## src/rtl/ysyx_25020047_mem_arb_if.sv

```systemverilog
// Bus bundle between the IFU/LSU requesters, the shared-port arbiter and the memory slave.
// The master modport is the arbiter itself; the slave modport is everything around it.
interface ysyx_25020047_mem_arb_if #(
  parameter int ADDR_W = 32,
  parameter int DATA_W = 32
);
  logic                  ifu_req_valid;
  logic                  ifu_req_ready;
  logic [ADDR_W-1:0]     ifu_addr;
  logic                  ifu_resp_valid;
  logic [DATA_W-1:0]     ifu_rdata;
  logic                  ifu_resp_err;

  logic                  lsu_req_valid;
  logic                  lsu_req_ready;
  logic [ADDR_W-1:0]     lsu_addr;
  logic                  lsu_wen;
  logic [DATA_W-1:0]     lsu_wdata;
  logic [DATA_W/8-1:0]   lsu_wmask;
  logic                  lsu_resp_valid;
  logic [DATA_W-1:0]     lsu_rdata;
  logic                  lsu_resp_err;

  logic                  mem_req_valid;
  logic                  mem_req_ready;
  logic [ADDR_W-1:0]     mem_addr;
  logic                  mem_wen;
  logic [DATA_W-1:0]     mem_wdata;
  logic [DATA_W/8-1:0]   mem_wmask;
  logic                  mem_resp_valid;
  logic [DATA_W-1:0]     mem_rdata;

  modport master (
    input  ifu_req_valid, ifu_addr,
    output ifu_req_ready, ifu_resp_valid, ifu_rdata, ifu_resp_err,
    input  lsu_req_valid, lsu_addr, lsu_wen, lsu_wdata, lsu_wmask,
    output lsu_req_ready, lsu_resp_valid, lsu_rdata, lsu_resp_err,
    output mem_req_valid, mem_addr, mem_wen, mem_wdata, mem_wmask,
    input  mem_req_ready, mem_resp_valid, mem_rdata
  );

  modport slave (
    output ifu_req_valid, ifu_addr,
    input  ifu_req_ready, ifu_resp_valid, ifu_rdata, ifu_resp_err,
    output lsu_req_valid, lsu_addr, lsu_wen, lsu_wdata, lsu_wmask,
    input  lsu_req_ready, lsu_resp_valid, lsu_rdata, lsu_resp_err,
    input  mem_req_valid, mem_addr, mem_wen, mem_wdata, mem_wmask,
    output mem_req_ready, mem_resp_valid, mem_rdata
  );
endinterface

```

## src/rtl/ysyx_25020047_mem_arb.sv

```systemverilog
// Round-robin IFU/LSU arbiter sharing one memory port: latches the winner's request,
// runs the slave handshake and routes the response (or a watchdog error) back to the owner.
module ysyx_25020047_mem_arb #(
  parameter int TIMEOUT = 255,
  parameter int ADDR_W  = 32,
  parameter int DATA_W  = 32
) (
  input logic clk,
  input logic rst_n,
  ysyx_25020047_mem_arb_if.master bus
);

  localparam int            MASK_W  = DATA_W / 8;
  localparam logic [15:0]   TO_CNT  = 16'(TIMEOUT);

  typedef enum logic [1:0] {IDLE, REQ, WAIT} state_t;

  state_t      state;
  state_t      state_next;
  logic        last_lsu;
  logic        owner_lsu;
  logic [15:0] cnt;
  logic        grant_ifu;
  logic        grant_lsu;
  logic        accept;
  logic        done;
  logic        timeout;

  // Both valid: the master that did not win last time goes first.
  always_comb begin
    grant_ifu = bus.ifu_req_valid && (!bus.lsu_req_valid || last_lsu);
    grant_lsu = bus.lsu_req_valid && !grant_ifu;
  end

  always_ff @(posedge clk) begin
    if (!rst_n) state <= IDLE;
    else        state <= state_next;
  end

  always_comb begin
    state_next = state;
    accept     = 1'b0;
    done       = 1'b0;
    timeout    = 1'b0;
    case (state)
      IDLE: begin
        if (grant_ifu || grant_lsu) begin
          accept     = 1'b1;
          state_next = REQ;
        end
      end
      REQ: begin
        if (cnt == TO_CNT) begin
          timeout    = 1'b1;
          state_next = IDLE;
        end else if (bus.mem_req_ready) begin
          state_next = WAIT;
        end
      end
      WAIT: begin
        // A response landing on the last allowed cycle still wins over the watchdog.
        if (bus.mem_resp_valid) begin
          done       = 1'b1;
          state_next = IDLE;
        end else if (cnt == TO_CNT) begin
          timeout    = 1'b1;
          state_next = IDLE;
        end
      end
      default: state_next = IDLE;
    endcase
  end

  always_comb begin
    bus.ifu_req_ready = (state == IDLE) && grant_ifu;
    bus.lsu_req_ready = (state == IDLE) && grant_lsu;
    bus.mem_req_valid = (state == REQ);
  end

  always_ff @(posedge clk) begin
    if (!rst_n) begin
      last_lsu           <= 1'b1;
      owner_lsu          <= 1'b0;
      cnt                <= '0;
      bus.mem_addr       <= '0;
      bus.mem_wen        <= 1'b0;
      bus.mem_wdata      <= '0;
      bus.mem_wmask      <= '0;
      bus.ifu_resp_valid <= 1'b0;
      bus.ifu_rdata      <= '0;
      bus.ifu_resp_err   <= 1'b0;
      bus.lsu_resp_valid <= 1'b0;
      bus.lsu_rdata      <= '0;
      bus.lsu_resp_err   <= 1'b0;
    end else begin
      bus.ifu_resp_valid <= 1'b0;
      bus.lsu_resp_valid <= 1'b0;
      if (accept) begin
        bus.mem_addr  <= grant_lsu ? bus.lsu_addr : bus.ifu_addr;
        bus.mem_wen   <= grant_lsu && bus.lsu_wen;
        bus.mem_wdata <= grant_lsu ? bus.lsu_wdata : '0;
        bus.mem_wmask <= grant_lsu ? bus.lsu_wmask : {MASK_W{1'b0}};
        owner_lsu     <= grant_lsu;
        last_lsu      <= grant_lsu;
        cnt           <= '0;
      end else if (state == REQ || state == WAIT) begin
        cnt <= cnt + 16'd1;
      end
      if (done || timeout) begin
        if (owner_lsu) begin
          bus.lsu_resp_valid <= 1'b1;
          bus.lsu_rdata      <= (done && !bus.mem_wen) ? bus.mem_rdata : '0;
          bus.lsu_resp_err   <= timeout;
        end else begin
          bus.ifu_resp_valid <= 1'b1;
          bus.ifu_rdata      <= done ? bus.mem_rdata : '0;
          bus.ifu_resp_err   <= timeout;
        end
      end
    end
  end

endmodule

```

## src/flat_wrapper.sv

```systemverilog
// flat-port wrapper written by rule: the top's interface ports become plain ports
module ysyx_25020047_mem_arb_flat 
#(
  parameter int TIMEOUT = 255,
  parameter int ADDR_W  = 32,
  parameter int DATA_W  = 32
)
  (clk, rst_n, bus_ifu_req_valid, bus_ifu_addr, bus_ifu_req_ready, bus_ifu_resp_valid, bus_ifu_rdata, bus_ifu_resp_err, bus_lsu_req_valid, bus_lsu_addr, bus_lsu_wen, bus_lsu_wdata, bus_lsu_wmask, bus_lsu_req_ready, bus_lsu_resp_valid, bus_lsu_rdata, bus_lsu_resp_err, bus_mem_req_valid, bus_mem_addr, bus_mem_wen, bus_mem_wdata, bus_mem_wmask, bus_mem_req_ready, bus_mem_resp_valid, bus_mem_rdata);
  ysyx_25020047_mem_arb_if #(.ADDR_W(ADDR_W), .DATA_W(DATA_W)) bus_i ();
  input logic clk;
  input logic rst_n;
  input wire logic [$bits(bus_i.ifu_req_valid)-1:0] bus_ifu_req_valid;
  input wire logic [$bits(bus_i.ifu_addr)-1:0] bus_ifu_addr;
  output wire logic [$bits(bus_i.ifu_req_ready)-1:0] bus_ifu_req_ready;
  output wire logic [$bits(bus_i.ifu_resp_valid)-1:0] bus_ifu_resp_valid;
  output wire logic [$bits(bus_i.ifu_rdata)-1:0] bus_ifu_rdata;
  output wire logic [$bits(bus_i.ifu_resp_err)-1:0] bus_ifu_resp_err;
  input wire logic [$bits(bus_i.lsu_req_valid)-1:0] bus_lsu_req_valid;
  input wire logic [$bits(bus_i.lsu_addr)-1:0] bus_lsu_addr;
  input wire logic [$bits(bus_i.lsu_wen)-1:0] bus_lsu_wen;
  input wire logic [$bits(bus_i.lsu_wdata)-1:0] bus_lsu_wdata;
  input wire logic [$bits(bus_i.lsu_wmask)-1:0] bus_lsu_wmask;
  output wire logic [$bits(bus_i.lsu_req_ready)-1:0] bus_lsu_req_ready;
  output wire logic [$bits(bus_i.lsu_resp_valid)-1:0] bus_lsu_resp_valid;
  output wire logic [$bits(bus_i.lsu_rdata)-1:0] bus_lsu_rdata;
  output wire logic [$bits(bus_i.lsu_resp_err)-1:0] bus_lsu_resp_err;
  output wire logic [$bits(bus_i.mem_req_valid)-1:0] bus_mem_req_valid;
  output wire logic [$bits(bus_i.mem_addr)-1:0] bus_mem_addr;
  output wire logic [$bits(bus_i.mem_wen)-1:0] bus_mem_wen;
  output wire logic [$bits(bus_i.mem_wdata)-1:0] bus_mem_wdata;
  output wire logic [$bits(bus_i.mem_wmask)-1:0] bus_mem_wmask;
  input wire logic [$bits(bus_i.mem_req_ready)-1:0] bus_mem_req_ready;
  input wire logic [$bits(bus_i.mem_resp_valid)-1:0] bus_mem_resp_valid;
  input wire logic [$bits(bus_i.mem_rdata)-1:0] bus_mem_rdata;
  assign bus_i.ifu_req_valid = bus_ifu_req_valid;
  assign bus_i.ifu_addr = bus_ifu_addr;
  assign bus_ifu_req_ready = bus_i.ifu_req_ready;
  assign bus_ifu_resp_valid = bus_i.ifu_resp_valid;
  assign bus_ifu_rdata = bus_i.ifu_rdata;
  assign bus_ifu_resp_err = bus_i.ifu_resp_err;
  assign bus_i.lsu_req_valid = bus_lsu_req_valid;
  assign bus_i.lsu_addr = bus_lsu_addr;
  assign bus_i.lsu_wen = bus_lsu_wen;
  assign bus_i.lsu_wdata = bus_lsu_wdata;
  assign bus_i.lsu_wmask = bus_lsu_wmask;
  assign bus_lsu_req_ready = bus_i.lsu_req_ready;
  assign bus_lsu_resp_valid = bus_i.lsu_resp_valid;
  assign bus_lsu_rdata = bus_i.lsu_rdata;
  assign bus_lsu_resp_err = bus_i.lsu_resp_err;
  assign bus_mem_req_valid = bus_i.mem_req_valid;
  assign bus_mem_addr = bus_i.mem_addr;
  assign bus_mem_wen = bus_i.mem_wen;
  assign bus_mem_wdata = bus_i.mem_wdata;
  assign bus_mem_wmask = bus_i.mem_wmask;
  assign bus_i.mem_req_ready = bus_mem_req_ready;
  assign bus_i.mem_resp_valid = bus_mem_resp_valid;
  assign bus_i.mem_rdata = bus_mem_rdata;
  ysyx_25020047_mem_arb #(.TIMEOUT(TIMEOUT), .ADDR_W(ADDR_W), .DATA_W(DATA_W)) u_core (.clk(clk), .rst_n(rst_n), .bus(bus_i));
endmodule
```

## config.mk

```make
export PLATFORM = sky130hd
export DESIGN_NAME = ysyx_25020047_mem_arb_flat
export DESIGN_NICKNAME = d
export VERILOG_FILES = /design/src/rtl/ysyx_25020047_mem_arb_if.sv /design/src/rtl/ysyx_25020047_mem_arb.sv /design/src/flat_wrapper.sv
export SDC_FILE = /design/constraint.sdc
export NUM_CORES = 1
export LEC_CHECK = 0
export CORE_MARGIN = 1.5
export CORE_UTILIZATION = 42
export DETAILED_ROUTE_END_ITERATION = 7
export PLACE_DENSITY = 0.78
export SKIP_CTS_REPAIR_TIMING = 1
export SLEW_MARGIN = 20
export SYNTH_ARGS = -nofsm -noshare
export SYNTH_HDL_FRONTEND = slang
export SYNTH_SLANG_ARGS = --single-unit
```

## constraint.sdc

```tcl
create_clock -name clk -period 2.31 [get_ports clk]
set_input_delay 0.462 -clock clk [delete_from_list [all_inputs] [get_ports clk]]
set_output_delay 0.462 -clock clk [all_outputs]
set_load 0.02 [all_outputs]
```

-- Yosys cells after proc, flatten, opt, wreduce, memory -nomap -nowiden
Index checks and enable logic that the tools add are counted.
- word-level logic and storage cells: 62
- output and inout bits: 140
- bits of input ports: 139
- register bits: 157
- add/sub/neg operators: 1
- bitwise logic cells: 2
- equality and inequality tests: 6
- reductions and logical operators: 19
- multiplexer cells: 20
- operators with widths (operator ; count):
    two-way mux 32 bit ; 4
    adder 16 x 1 -> 16 bit, second input constant ; 1
    equality test 16 x 8 -> 1 bit, second input constant ; 1
    two-way mux 2 bit ; 5
    two-way mux 1 bit ; 8
    logical AND 1 bit ; 6
    one-hot mux 2 bit (3 select lines) ; 1
    AND reduction 2 bit ; 3
    logical OR 1 bit ; 4
    two-way mux 4 bit ; 1
    zero test 1 bit ; 3
    != test 3 x 1 -> 1 bit, second input constant ; 1
    != test 3 x 2 -> 1 bit, second input constant ; 1
    AND reduction 3 bit ; 1
    equality test 2 x 1 -> 1 bit, second input constant ; 1
    equality test 2 bit, second input constant ; 1
    zero test 2 bit ; 1
    != test 2 x 1 -> 1 bit, second input constant ; 1
    NOT 1 bit ; 2
    one-hot mux 1 bit (2 select lines) ; 1
    OR reduction 2 bit ; 1

-- Longest topological paths before layout
Gate-level depths: netlist (run 1).
- word-level depth: 9
- depth in mapped cells: 8
- depth with buffers taken out: 6

-- Worst setup path before layout (run 1)
No wires, ideal clock.
- kind: reg2reg
- start: register u_core.state[0]
- end: register u_core.bus.ifu_rdata[22]
- setup time: 0.121 ns
- path buffers: 2
- required time: 2.189 ns
- path slack: 0.395 ns
- clock period less this slack: 1.915 ns
- cell stages (with the launch flop): 9
- arrival: 1.793 ns
- cells stage by stage: dfxtp_1 -> inv_1 -> ha_1 -> nand4_2 -> or2_0 -> buf_2 -> nor3_4 -> buf_6 -> o21ai_0
- cells in the longest elaborated chain, start to end: 4
- elaborated cells on any way between the ends: 7
- those cells by class: eq/ne: 2; mux: 3; reduce/logical: 2
- ends and longest elaborated chain (item ; line ; text):
    start, declared ; ysyx_25020047_mem_arb.sv:18 ; state_t state;
    start signal, assigned ; ysyx_25020047_mem_arb.sv:37 ; else state <= state_next;
    equality test 2 bit / equality test 2 x 1 -> 1 bit (equally long branches) ; ysyx_25020047_mem_arb.sv:45 ; case (state)
    one-hot mux 1 bit (2 select lines) / two-way mux 1 bit (equally long branches) ; ysyx_25020047_mem_arb.sv:45 ;
    logical OR 1 bit ; ysyx_25020047_mem_arb.sv:109 ; if (done || timeout) begin
    AND reduction 2 bit (no line) ; -- ;
    end signal, assigned ; ysyx_25020047_mem_arb.sv:116 ; bus.ifu_rdata <= done ? bus.mem_rdata : '0;
    end, declared ; ysyx_25020047_mem_arb_if.sv:35 ; output ifu_req_ready, ifu_resp_valid, ifu_rdata, ifu_resp_err,
Parallel ways exist; a longest one is shown, timed or not.
A chain may end at the register's enable or synchronous reset.

-- Worst setup path in the final report (run 1)
- start: register u_core.state[1]
- end: output bus_mem_req_valid
- cells in the longest elaborated chain, start to end: 1
- ends and longest elaborated chain (item ; line ; text):
    equality test 2 x 1 -> 1 bit ; ysyx_25020047_mem_arb.sv:77 ; bus.mem_req_valid = (state == REQ);
    end, declared ; flat_wrapper.sv:27 ; output wire logic [$bits(bus_i.mem_req_valid)-1:0] bus_mem_req_valid;
Every way passes these cells.

==> flow_summary.yaml, run 1 <==
run_status:
  run_status: "finished, final reports clean"
routing:
  routed_wl_mm: 19.0
  routed_via_density: 5.46
  ant_nets: 0
  first_pass_iters: 5
  first_iter_violations: 362
  num_vias: 6098
  drc_errors: 0
  wire_per_inst_um: 17.0
logic_synthesis:
  synth_cell_types: 41
  syn_avg_cell_area_sq_um: 9.56
  synth_seq_cells: 157
  synthCells: 655
  yosysWarnings: 0
  synth_nets: 798
  synth.cell_area_sq_mm: 0.00626
  yosysSeqAreaShare_pct: 50.2
worst_setup_path:
  cp_data_arrival_time_ps: 1720
  critPathKind: "flip-flop to output pin"
  cp_max_fo: 4
  required_ps: 1850
  cp-start-kind: "flip-flop"
  endpoint_kind: "output pin"
die:
  core_area_sq_mm: 0.0145
  dieArea_sq_mm: 0.0157
  ios: 279
  rows: 44
  chipHeight_um: 125
  initial_core_util_pct: 43.1
  die_w_um: 125
layout:
  nNetsFinal: 1063
  syn_to_final_growth_pct: 58.6
  antennaDiodeCount: 0
  drive_above_1_share_pct: 7.50
  fin_util_pct: 68.4
clocking:
  clk_latency_ps: 430
  ctsLongestPathBuffers: 2
  cts_buffers: 17
  cts_tree: "done"
  cts_max_level: 4
  root_buffer: "clkbuf_16"
  cts.sinks: 157
  clkTransAtPathRegs_ps: 60
sta:
  fmax_ghz: 0.457
  skew_ps: 8.93
  finalHoldViolations: 0
  setup_violations: 0
  timing.final.crit_share_pct: 94.6
  setup_ws_ps: 124
  post-route-min-period_ps: 2190
  slew_violations: 0
  worst_slew_pin_slew_ps: 536
  rsz0062_at_grt: "no"
  relSlewSlack_pct: 64.3
placed_design:
  dp_slack_ps: -126
  gp_congestion: 0.822
  dp_hpwl_mm: 13.5
  port-buffer-count: 278
power_and_ir_drop:
  clock_power_share_pct: 32.1
  comb_power_share_pct: 30.3
  peakVddDrop_uv: 569
  leakage_nw: 3.87
  intPower_w: 0.00600
  power_density_mw_per_mm2: 876
  seq_power_share_pct: 37.7
  switching_power_w: 0.00270
  sw_frac_of_total_pct: 31.0
job:
  cap_violations: 0
global_routing:
  grt_max_degree: 84
  overflow: 0
  globalRouteTotalUtil_pct: 24.0
  antenna_found_initial: 0
  grt_pass1_wl_mm: 30.4
  grt_pass1_vias: 5847
min_path:
  hold_class: "flip-flop to flip-flop"
-- worst paths after layout --
check                          start                      end  slack (ps)  cells after the start
max                  u_core.state[1]        bus_mem_req_valid         120                      3
min          u_core.bus.ifu_rdata[5]  u_core.bus.ifu_rdata[5]         470                      2
max reg2reg          u_core.state[0]           u_core.cnt[15]         200                      6
min reg2reg  u_core.bus.ifu_rdata[5]  u_core.bus.ifu_rdata[5]         470                      2
-- power by group through the flow --
stage,Clock [W],Combinational (W),Sequential (W)
3_5_place_dp,0,0.00264,0.00333
3_3_place_gp,0,0.00262,0.00332
6_report,0.00279,0.00263,0.00328
5_1_grt,0.00295,0.00282,0.00332
4_1_cts,0.00285,0.00266,0.00328
2_1_floorplan,0,0.000951,0.00370
-- cells in the mapped netlist --
| library cell | number | area share, % |
|---|---|---|
| a32oi_1 | 32 | 4.5 |
| o31ai_1 | 2 | 0.24 |
| a21boi_0 | 1 | 0.12 |
| nor2b_1 | 2 | 0.20 |
| clkbuf_2 | 3 | 0.24 |
| buf_2 | 10 | 0.80 |
| nor4_1 | 2 | 0.20 |
| o211a_1 | 32 | 5.1 |
| clkbuf_1 | 42 | 2.5 |
| nand3_1 | 101 | 8.1 |
| a22o_1 | 37 | 5.2 |
| nor3b_1 | 2 | 0.24 |
| clkinv_1 | 1 | 0.060 |
| o211ai_1 | 2 | 0.24 |
| nor2_1 | 14 | 0.84 |
| nor3_4 | 1 | 0.26 |
| xor2_1 | 3 | 0.42 |
| nand2_1 | 42 | 2.5 |
| and3_1 | 3 | 0.30 |
| inv_1 | 7 | 0.42 |
| or2_0 | 1 | 0.10 |
| or3_1 | 5 | 0.50 |
| o221a_2 | 1 | 0.18 |
| or4_1 | 1 | 0.12 |
| xnor2_1 | 6 | 0.84 |
| and4_1 | 2 | 0.28 |
| nor3_1 | 3 | 0.24 |
| and4b_1 | 1 | 0.16 |
| o21ai_0 | 73 | 5.8 |
| buf_6 | 3 | 0.54 |
| o21a_1 | 3 | 0.36 |
| nand4_2 | 1 | 0.20 |
| nand4_1 | 2 | 0.20 |
| buf_1 | 3 | 0.18 |
| o311ai_0 | 1 | 0.14 |
| a31oi_1 | 1 | 0.10 |
| ha_1 | 4 | 0.80 |
| dfxtp_1 | 157 | 50 |
| and2_1 | 7 | 0.70 |
| mux2i_1 | 33 | 5.3 |
| a21oi_1 | 8 | 0.64 |
-- cells in the final DEF (no fill, tap or decap), types with 3 or more instances in the layout --
cell	instances
a21oi_1	8
a22o_1	37
a32oi_1	32
and2_1	7
and3_1	3
buf_12	7
buf_4	23
clkbuf_16	17
clkdlybuf4s50_1	275
clkinv_4	4
clkinvlp_4	5
dfxtp_1	157
ha_1	4
inv_1	7
mux2i_1	33
nand2_1	42
nand3_1	101
nor2_1	12
o211a_1	32
o21ai_0	73
or3_1	5
xnor2_1	6
xor2_1	3
-- logic make-up (layout without fill, tap and decap cells) --
logic type,count (synthesis),count (layout),synth area share [%]
buffers and inverters,69,347,4.75
adder cells (fa/ha/maj),4,4,0.799
XOR/XNOR,9,9,1.26
AND/OR/NAND/NOR,190,190,15.1
AO/OA/AOI/OAI,193,193,22.6
multiplexers,33,33,5.27
flip-flops,157,157,50.2
-- final cells by class --
cell class / instances / area (sq um)
clock buffer: 19 / 453
clock inverter: 13 / 143
fill: 1183 / 4600
inverter: 8 / 30.0
sequential: 157 / 3140
timing repair buffer: 307 / 3090
tap: 184 / 230
multi-input combinational: 429 / 2850
-- critical path, cell delays in order (launching register included) --
cell	delay (ps)
dfxtp_1	330
inv_1	90
ha_1	250
clkdlybuf4s50_1	640
-- sequential cells by signal, summed over array words and instances (netlist names) --
name                       flops
u_core.bus.mem_wdata          32
u_core.bus.ifu_resp_err        1
u_core.bus.lsu_resp_valid      1
u_core.bus.mem_wen             1
u_core.owner_lsu               1
u_core.bus.mem_addr           32
u_core.bus.lsu_rdata          32
u_core.last_lsu                1
u_core.bus.mem_wmask           4
u_core.state                   2
u_core.cnt                    16
u_core.bus.ifu_rdata          32
u_core.bus.ifu_resp_valid      1
u_core.bus.lsu_resp_err        1
-- metal layers --
layer / vias up / global-route usage [%] / share of wire, %
met1: 2816 / 28.8 / 41
met3: 40 / 8.69 / 10
li1: 2962 / - / -
met2: 280 / 39.2 / 46
met4: 0 / 9.76 / 2.9
met5: - / 0 / 0
-- per-stage QoR --
stage               hold WS, ps  cell area [sq um]  total power [W]  cells  TNS (ps)
finish                      467               9930          0.00870   1117         0
floorplan                   452               6260          0.00465    655         0
global placement            454               9330          0.00594   1085      -989
global route                489               9930          0.00910   1117         0
CTS                         471               9930          0.00878   1117      -314
detailed placement          456               9330          0.00597   1085     -2150
(Power assumes the default switching activity.)
==> inputs of run 2 (changes only) <==
GPL_ROUTABILITY_DRIVEN = 0   (was not set)
==> results of run 2 <==
Same layout as run 1: the final DEF is identical, and so are final timing and power.
